## src/rtl/seq_mon_pkg.sv

```systemverilog
// Shared types, limits and the GAP range check for the sequence trigger monitor.
package seq_mon_pkg;

  localparam int GAP_MAX    = 8;
  localparam int CNT_W_DFLT = 16;

  typedef logic [CNT_W_DFLT-1:0] cnt_t;

  function automatic bit gap_in_range(input int gap);
    return (gap >= 1) && (gap <= GAP_MAX);
  endfunction

endpackage

```

## src/rtl/seq_trigger_monitor_sat_counter.sv

```systemverilog
// Saturating up-counter: holds at all-ones instead of wrapping.
module sat_counter #(
  parameter int WIDTH = 16
) (
  input  logic             clk,
  input  logic             rst,
  input  logic             inc,
  output logic [WIDTH-1:0] q
);

  logic [WIDTH-1:0] r_q;

  always_ff @(posedge clk) begin
    if (rst) begin
      r_q <= '0;
    end else if (inc && (r_q != {WIDTH{1'b1}})) begin
      r_q <= r_q + {{(WIDTH-1){1'b0}}, 1'b1};
    end else begin
      r_q <= r_q;
    end
  end

  assign q = r_q;

endmodule

```

## src/rtl/seq_trigger_monitor.sv

```systemverilog
// Endpoint-based "a ##1 b |-> ##GAP c" monitor with per-attempt pass/fail pulses.
// Statistics counters are built only when SEQ_MON_STATS_EN is defined.
module seq_trigger_monitor
  import seq_mon_pkg::*;
#(
  parameter int GAP   = 1,
  parameter int CNT_W = 16
) (
  input  logic             clk,
  input  logic             rst,
  input  logic             en,
  input  logic             a,
  input  logic             b,
  input  logic             c,
  output logic             endpoint,
  output logic             pass,
  output logic             fail,
  output logic             busy,
  output logic [CNT_W-1:0] pass_cnt,
  output logic [CNT_W-1:0] fail_cnt
);

  if (!gap_in_range(GAP)) begin : g_bad_gap
    $error("seq_trigger_monitor: GAP must be within 1..GAP_MAX");
  end

  logic           r_a_q;
  logic [GAP-1:0] r_pend;
  logic           r_endpoint;
  logic           r_pass;
  logic           r_fail;
  logic           r_busy;

  logic           w_endpoint;
  logic           w_check;
  logic           w_pass;
  logic           w_fail;
  logic [GAP:0]   w_shift;
  logic [GAP-1:0] w_pend_next;

  // Each endpoint enters at bit 0; the oldest attempt sits in the top bit when due.
  always_comb begin
    w_endpoint = en & r_a_q & b;
    w_check    = en & r_pend[GAP-1];
    w_pass     = w_check & c;
    w_fail     = w_check & ~c;
    w_shift    = {r_pend, w_endpoint};
    if (en) begin
      w_pend_next = w_shift[GAP-1:0];
    end else begin
      w_pend_next = '0;
    end
  end

  always_ff @(posedge clk) begin
    if (rst) begin
      r_a_q      <= 1'b0;
      r_pend     <= '0;
      r_endpoint <= 1'b0;
      r_pass     <= 1'b0;
      r_fail     <= 1'b0;
      r_busy     <= 1'b0;
    end else begin
      r_a_q      <= en & a;
      r_pend     <= w_pend_next;
      r_endpoint <= w_endpoint;
      r_pass     <= w_pass;
      r_fail     <= w_fail;
      r_busy     <= |w_pend_next;
    end
  end

  assign endpoint = r_endpoint;
  assign pass     = r_pass;
  assign fail     = r_fail;
  assign busy     = r_busy;

`ifdef SEQ_MON_STATS_EN
  sat_counter #(.WIDTH(CNT_W)) u_pass_cnt (
    .clk (clk),
    .rst (rst),
    .inc (w_pass),
    .q   (pass_cnt)
  );

  sat_counter #(.WIDTH(CNT_W)) u_fail_cnt (
    .clk (clk),
    .rst (rst),
    .inc (w_fail),
    .q   (fail_cnt)
  );
`else
  assign pass_cnt = '0;
  assign fail_cnt = '0;
`endif

endmodule

```

## config.mk

```make
export PLATFORM = sky130hd
export DESIGN_NAME = seq_trigger_monitor
export DESIGN_NICKNAME = d
export VERILOG_FILES = /design/src/rtl/seq_mon_pkg.sv /design/src/rtl/seq_trigger_monitor_sat_counter.sv /design/src/rtl/seq_trigger_monitor.sv
export SDC_FILE = /design/constraint.sdc
export NUM_CORES = 1
export LEC_CHECK = 0
export CORE_MARGIN = 1.5
export CORE_UTILIZATION = 29
export CTS_CLUSTER_DIAMETER = 100
export DETAILED_ROUTE_END_ITERATION = 12
export MAX_ROUTING_LAYER = met4
export PLACE_DENSITY = 0.9
export SYNTH_ARGS = -nofsm -noshare
export SYNTH_HDL_FRONTEND = slang
export SYNTH_SLANG_ARGS = --single-unit
```

## constraint.sdc

```tcl
create_clock -name clk -period 1.7 [get_ports clk]
set_input_delay 0.34 -clock clk [delete_from_list [all_inputs] [get_ports clk]]
set_output_delay 0.34 -clock clk [all_outputs]
set_load 0.1 [all_outputs]
```

==> out/metrics.cfg, run 1 <==
[sta]
slew_violations = 0
layout_setup_ws_ps = 554.9
fin_crit_ps = 1145
fmax_mhz = 873.3
setup_tns_ps = 0
finalSetupViolCount = 0
rsz0062_at_grt = no
period_share_pct = 67.36
skew_ps = 3.903
final_hold_viol_count = 0

[die]
die_area_sq_um = 1612
die_x_um = 40.16
initial_utilization_pct = 30.77
fp-row-count = 13
io_pins = 42
fp.dieH_um = 40.16
core_area_sq_um = 1301

[clock_tree]
cts-buffers-inserted = 3
postCtsSetupBuffers = 0
cts_tree = done
clock_sinks = 5
htree_levels = 1
clk_pin_slew_worst_paths_ps = 40
cts_hold_buffers = 0
clockRootBuffer = clkbuf_4
cts_buffer_depth = 2
cts_resized = 0
clk_latency_ps = 240

[logic_synthesis]
synthTopCellsByArea = buf_4 60%, dfxtp_1 25%, and4b_2 8.4%
ys_warn_count = 0
synth_top_area_cell = buf_4
synthesis.area_sq_um = 400.4
avgSynthCellArea_sq_um = 9.311
ys_seq_area_share_pct = 25.00
synth_top_area_share_pct = 60.00
synth_cells = 43
synth.distinct_cells = 6
ys_seq_elements = 5

[drt]
wirelength_um = 471
ant_nets = 0
wl_per_cell_um = 6.729
drc_errors = 0
vias_per_cell = 2.971
vias = 208
drtIter0Drc = 2
drt_pass1_iterations = 2

[setup_path]
crit_cells = 1
crit_path_end = busy
cp_top_family = flip-flops
path_max_fanout = 3
r2r-end = fail
critPathLaunchType = flop
reg2reg_depth = 1
critPathLaunch = busy
crit_path_end_kind = output pin
path_buf_inv = 1
worstReg2RegStart = busy
required_ps = 1360
r2r_slack_ps = 1030
timing_worst_setup_path_type = flop to output pin
critical_path.cell_chain = buf_12
cp.arrival_ps = 810
critPathMaxStageDelay_ps = 380
cpMaxStageDelayCell = dfxtp_1

[place]
post-place-ws_ps = 486.7
dpl.hpwl_um = 369.7
port_buffers = 9
numPlacedInstances = 66
gp_congestion = 0.5458

[grt]
gr-usage-all-layers_pct = 4.841
antenna_found_initial = 0
grt_remaining_overflow = 0
grt_max_degree = 6
grt_pass1_wl_um = 434
grt_pass1_vias = 124

[pwr]
powerDensity_nw_per_um2 = 1294
finalPower_uw = 584.5
p_leak_uw = 0.0002383
irDropWorstVdd_uv = 339.8

[outcome]
outcome = completed

[layout]
syn_to_final_growth_pct = 12.81
layout.nets = 62
stdcell_count = 70
antenna_cells = 0
drive_above_1_share_pct = 21.82
final_core_util_pct = 34.71

[run]
maxCapViolCount = 0

[min_path]
min-delay-path-class = flop to flop

-- worst min path at each step --
stage	startpoint	endpoint	slack, ps	cells past startpoint
final	r_a_q	busy	560	1
after global routing	r_a_q	busy	560	1
after CTS	r_a_q	busy	550	1
after detailed placement	r_a_q	busy	550	1
after global placement	r_a_q	busy	530	1
after floorplan	a	r_a_q	520	1
-- cell usage after synthesis --
master	instances
and4bb_2	1
and3b_2	1
conb_1	1
and4b_2	3
buf_4	32
dfxtp_1	5
-- power breakdown --
| part | internal [uW] | total (uW) | switching, uW |
|---|---|---|---|
| Combinational | 14.6 | 330 | 315 |
| Sequential | 119 | 120 | 0.902 |
| Clock | 88.6 | 135 | 46.1 |
| Total | 222 | 584 | 362 |
-- flip-flops by register name (all words and copies together) (netlist names) --
name / cells
endpoint: 1
fail: 1
busy: 1
r_a_q: 1
pass: 1
-- layer usage --
| layer | part of all wire [%] | track usage (%) |
|---|---|---|
| met4 | 0 | 7.759 |
| met5 | 0 | - |
| met3 | 20 | 2.222 |
| met1 | 34 | 3.300 |
| met2 | 46 | 7.258 |
-- layout make-up --
| class | count | area, sq um |
|---|---|---|
| well taps | 15 | 18.77 |
| repair buffers | 9 | 130.1 |
| multi-input cells | 37 | 176.4 |
| flip-flops and latches | 5 | 100.1 |
| fillers | 142 | 849.6 |
| clock buffers | 4 | 26.28 |
-- stage by stage --
stage	hold slack, ps	instance area (sq um)
6_report	560.6	451.7
3_3_place_gp	530.5	425.4
5_1_grt	560.7	451.7
2_1_floorplan	517.2	516.7
3_5_place_dp	545.9	425.4
4_1_cts	554.6	451.7
-- layout by cell type (no fill, tap or decap), drive strengths merged --
| cell | count |
|---|---|
| dfxtp | 5 |
| clkdlybuf4s50 | 5 |
| clkbuf | 4 |
| and3b | 1 |
| and4b | 3 |
| buf | 4 |
| and4bb | 1 |
| conb | 32 |
-- cells by family (layout without fill, tap and decap cells) --
family | after synthesis | after routing | share of synthesized area [%]
and+or+nand+nor | 5 | 5 | 14.06
buffers and inverters | 32 | 13 | 60.00
DFF | 5 | 5 | 25.00
other | 1 | 32 | 0.9366
(Power assumes the default switching activity.)
==> run 2, diff against run 1 <==
- CORE_UTILIZATION: 29 -> 24
- PLACE_DENSITY: 0.9 -> 0.8
- clock period: 1.7 -> 1 ns (I/O delays scaled with it)
==> run 2 against run 1 <==
  * Worst hold slack worse by 14 ps
  * Wire length rose by 7.6%
  * Sequential cell count did not move
  * Clock-buffer cell count is the same
  * Via count rose by 5.3%
  * Sequential power is 68% higher
  * Core utilization decreased by 4.8 points
  * Final cell count increased by 1.4%
  * Non-clock buffer count stayed put
  * Die area rose by 19%
  * Combinational power grew 70%
  * First-iteration DRC count is 50% lower
==> out/metrics.cfg, run 2 (synthesis results as in run 1) <==
[pwr]
p_leak_uw = 0.0002406
irDropWorstVdd_uv = 623.2
powerDensity_nw_per_um2 = 2161
finalPower_uw = 994.9

[clock_tree]
clockRootBuffer = clkbuf_4
cts_buffer_depth = 2
cts-buffers-inserted = 3
clk_latency_ps = 240
clock_sinks = 5
htree_levels = 1
clk_pin_slew_worst_paths_ps = 40
cts_tree = done

[setup_path]
cp.arrival_ps = 760
cp_top_family = flip-flops
crit_path_end_kind = output pin
critPathLaunchType = flop
critPathMaxStageDelay_ps = 350
required_ps = 800
critical_path.cell_chain = buf_12
timing_worst_setup_path_type = flop to output pin
path_buf_inv = 1
cpMaxStageDelayCell = dfxtp_4
path_max_fanout = 3

[layout]
layout.nets = 62
drive_above_1_share_pct = 29.09
syn_to_final_growth_pct = 15.00
final_cell_mix = 32 x conb_1, 5 x clkdlybuf4s50_1, 4 x buf_12
multi_input_area_sq_um = 176.4
fill_cells = 156
antenna_cells = 0
final_common_cell = conb_1
regArea_sq_um = 107.6

[drt]
vias_per_cell = 3.085
ant_nets = 0
drc_errors = 0
wl_per_cell_um = 7.141
drt_pass1_iterations = 2
vias = 219
drtIter0Drc = 1
wirelength_um = 507

[die]
io_pins = 42
die_area_sq_um = 1922
fp-row-count = 14
fp.dieH_um = 43.85
die_x_um = 43.85
initial_utilization_pct = 25.97
core_area_sq_um = 1541

[grt]
grt_max_degree = 6
grt_pass1_vias = 155
antenna_found_initial = 0
grt_remaining_overflow = 0
gr-usage-all-layers_pct = 5.764
grt_pass1_wl_um = 662

[outcome]
outcome = completed

[sta]
fin_crit_ps = 964.5
period_share_pct = 96.45
slew_violations = 0
skew_ps = 0.3940
layout_setup_ws_ps = 35.51
final_hold_viol_count = 0
fmax_mhz = 1037
finalSetupViolCount = 0
rsz0062_at_grt = no

[place]
dpl.hpwl_um = 430.5
port_buffers = 9
post-place-ws_ps = -85.52
gp_congestion = 0.6905

[run]
maxCapViolCount = 0

[min_path]
min-delay-path-class = flop to flop

## run 2: cell types whose count changed in the layout (fill, tap and decap cells not counted)
cell / delta
dfxtp_1: -4
dfxtp_4: +1
dfxtp_2: +3
## run 2: power by group
part           total (uW)  switching (uW)  leakage (uW)  internal, uW
Clock                 232            81.5     0.0000150           151
Sequential            202            1.57     0.0000428           200
Combinational         561             536      0.000183          25.0
Total                 995             619      0.000241           376
## run 2: final cells by class
type	instances	area share, %
timing repair buffer	9	28.26
tap	16	4.348
multi-input combinational	37	38.32
clock buffer	4	5.707
sequential	5	23.37
## run 2: what timing repair did
action,4_1_cts,5_1_grt
buffers inserted,0,0
hold endpoints to repair,0,0
gates resized for setup,0,1
setup endpoints to repair,0,1
hold buffers,0,0
## run 2: worst paths after layout
kind | endpoint | slack [ps] | start | depth (start not counted)
max | busy | 40 | busy | 1
min | busy | 550 | r_a_q | 1
max reg2reg | fail | 320 | busy | 1
min reg2reg | busy | 550 | r_a_q | 1
## run 2: stage by stage
step                std cells  instance area (sq um)  TNS (ps)  hold WS, ps  util [%]
finish                     71                  460.4         0        546.5     29.87
CTS                        71                  457.9         0        550.4     29.71
floorplan                  74                  521.8         0        377.2         -
global placement           67                  431.7    -194.0        526.2     28.00
detailed placement         67                  431.7    -357.6        544.4     28.00
global route               71                  460.4         0        555.0     29.87
## run 2: routing by layer
| metal | track usage (%) | up-vias | wire length [um] |
|---|---|---|---|
| li1 | - | 97 | - |
| met2 | 8.529 | 21 | 258 |
| met5 | - | - | 0 |
| met1 | 3.750 | 99 | 139 |
| met3 | 4.167 | 2 | 92 |
| met4 | 7.273 | 0 | 16 |
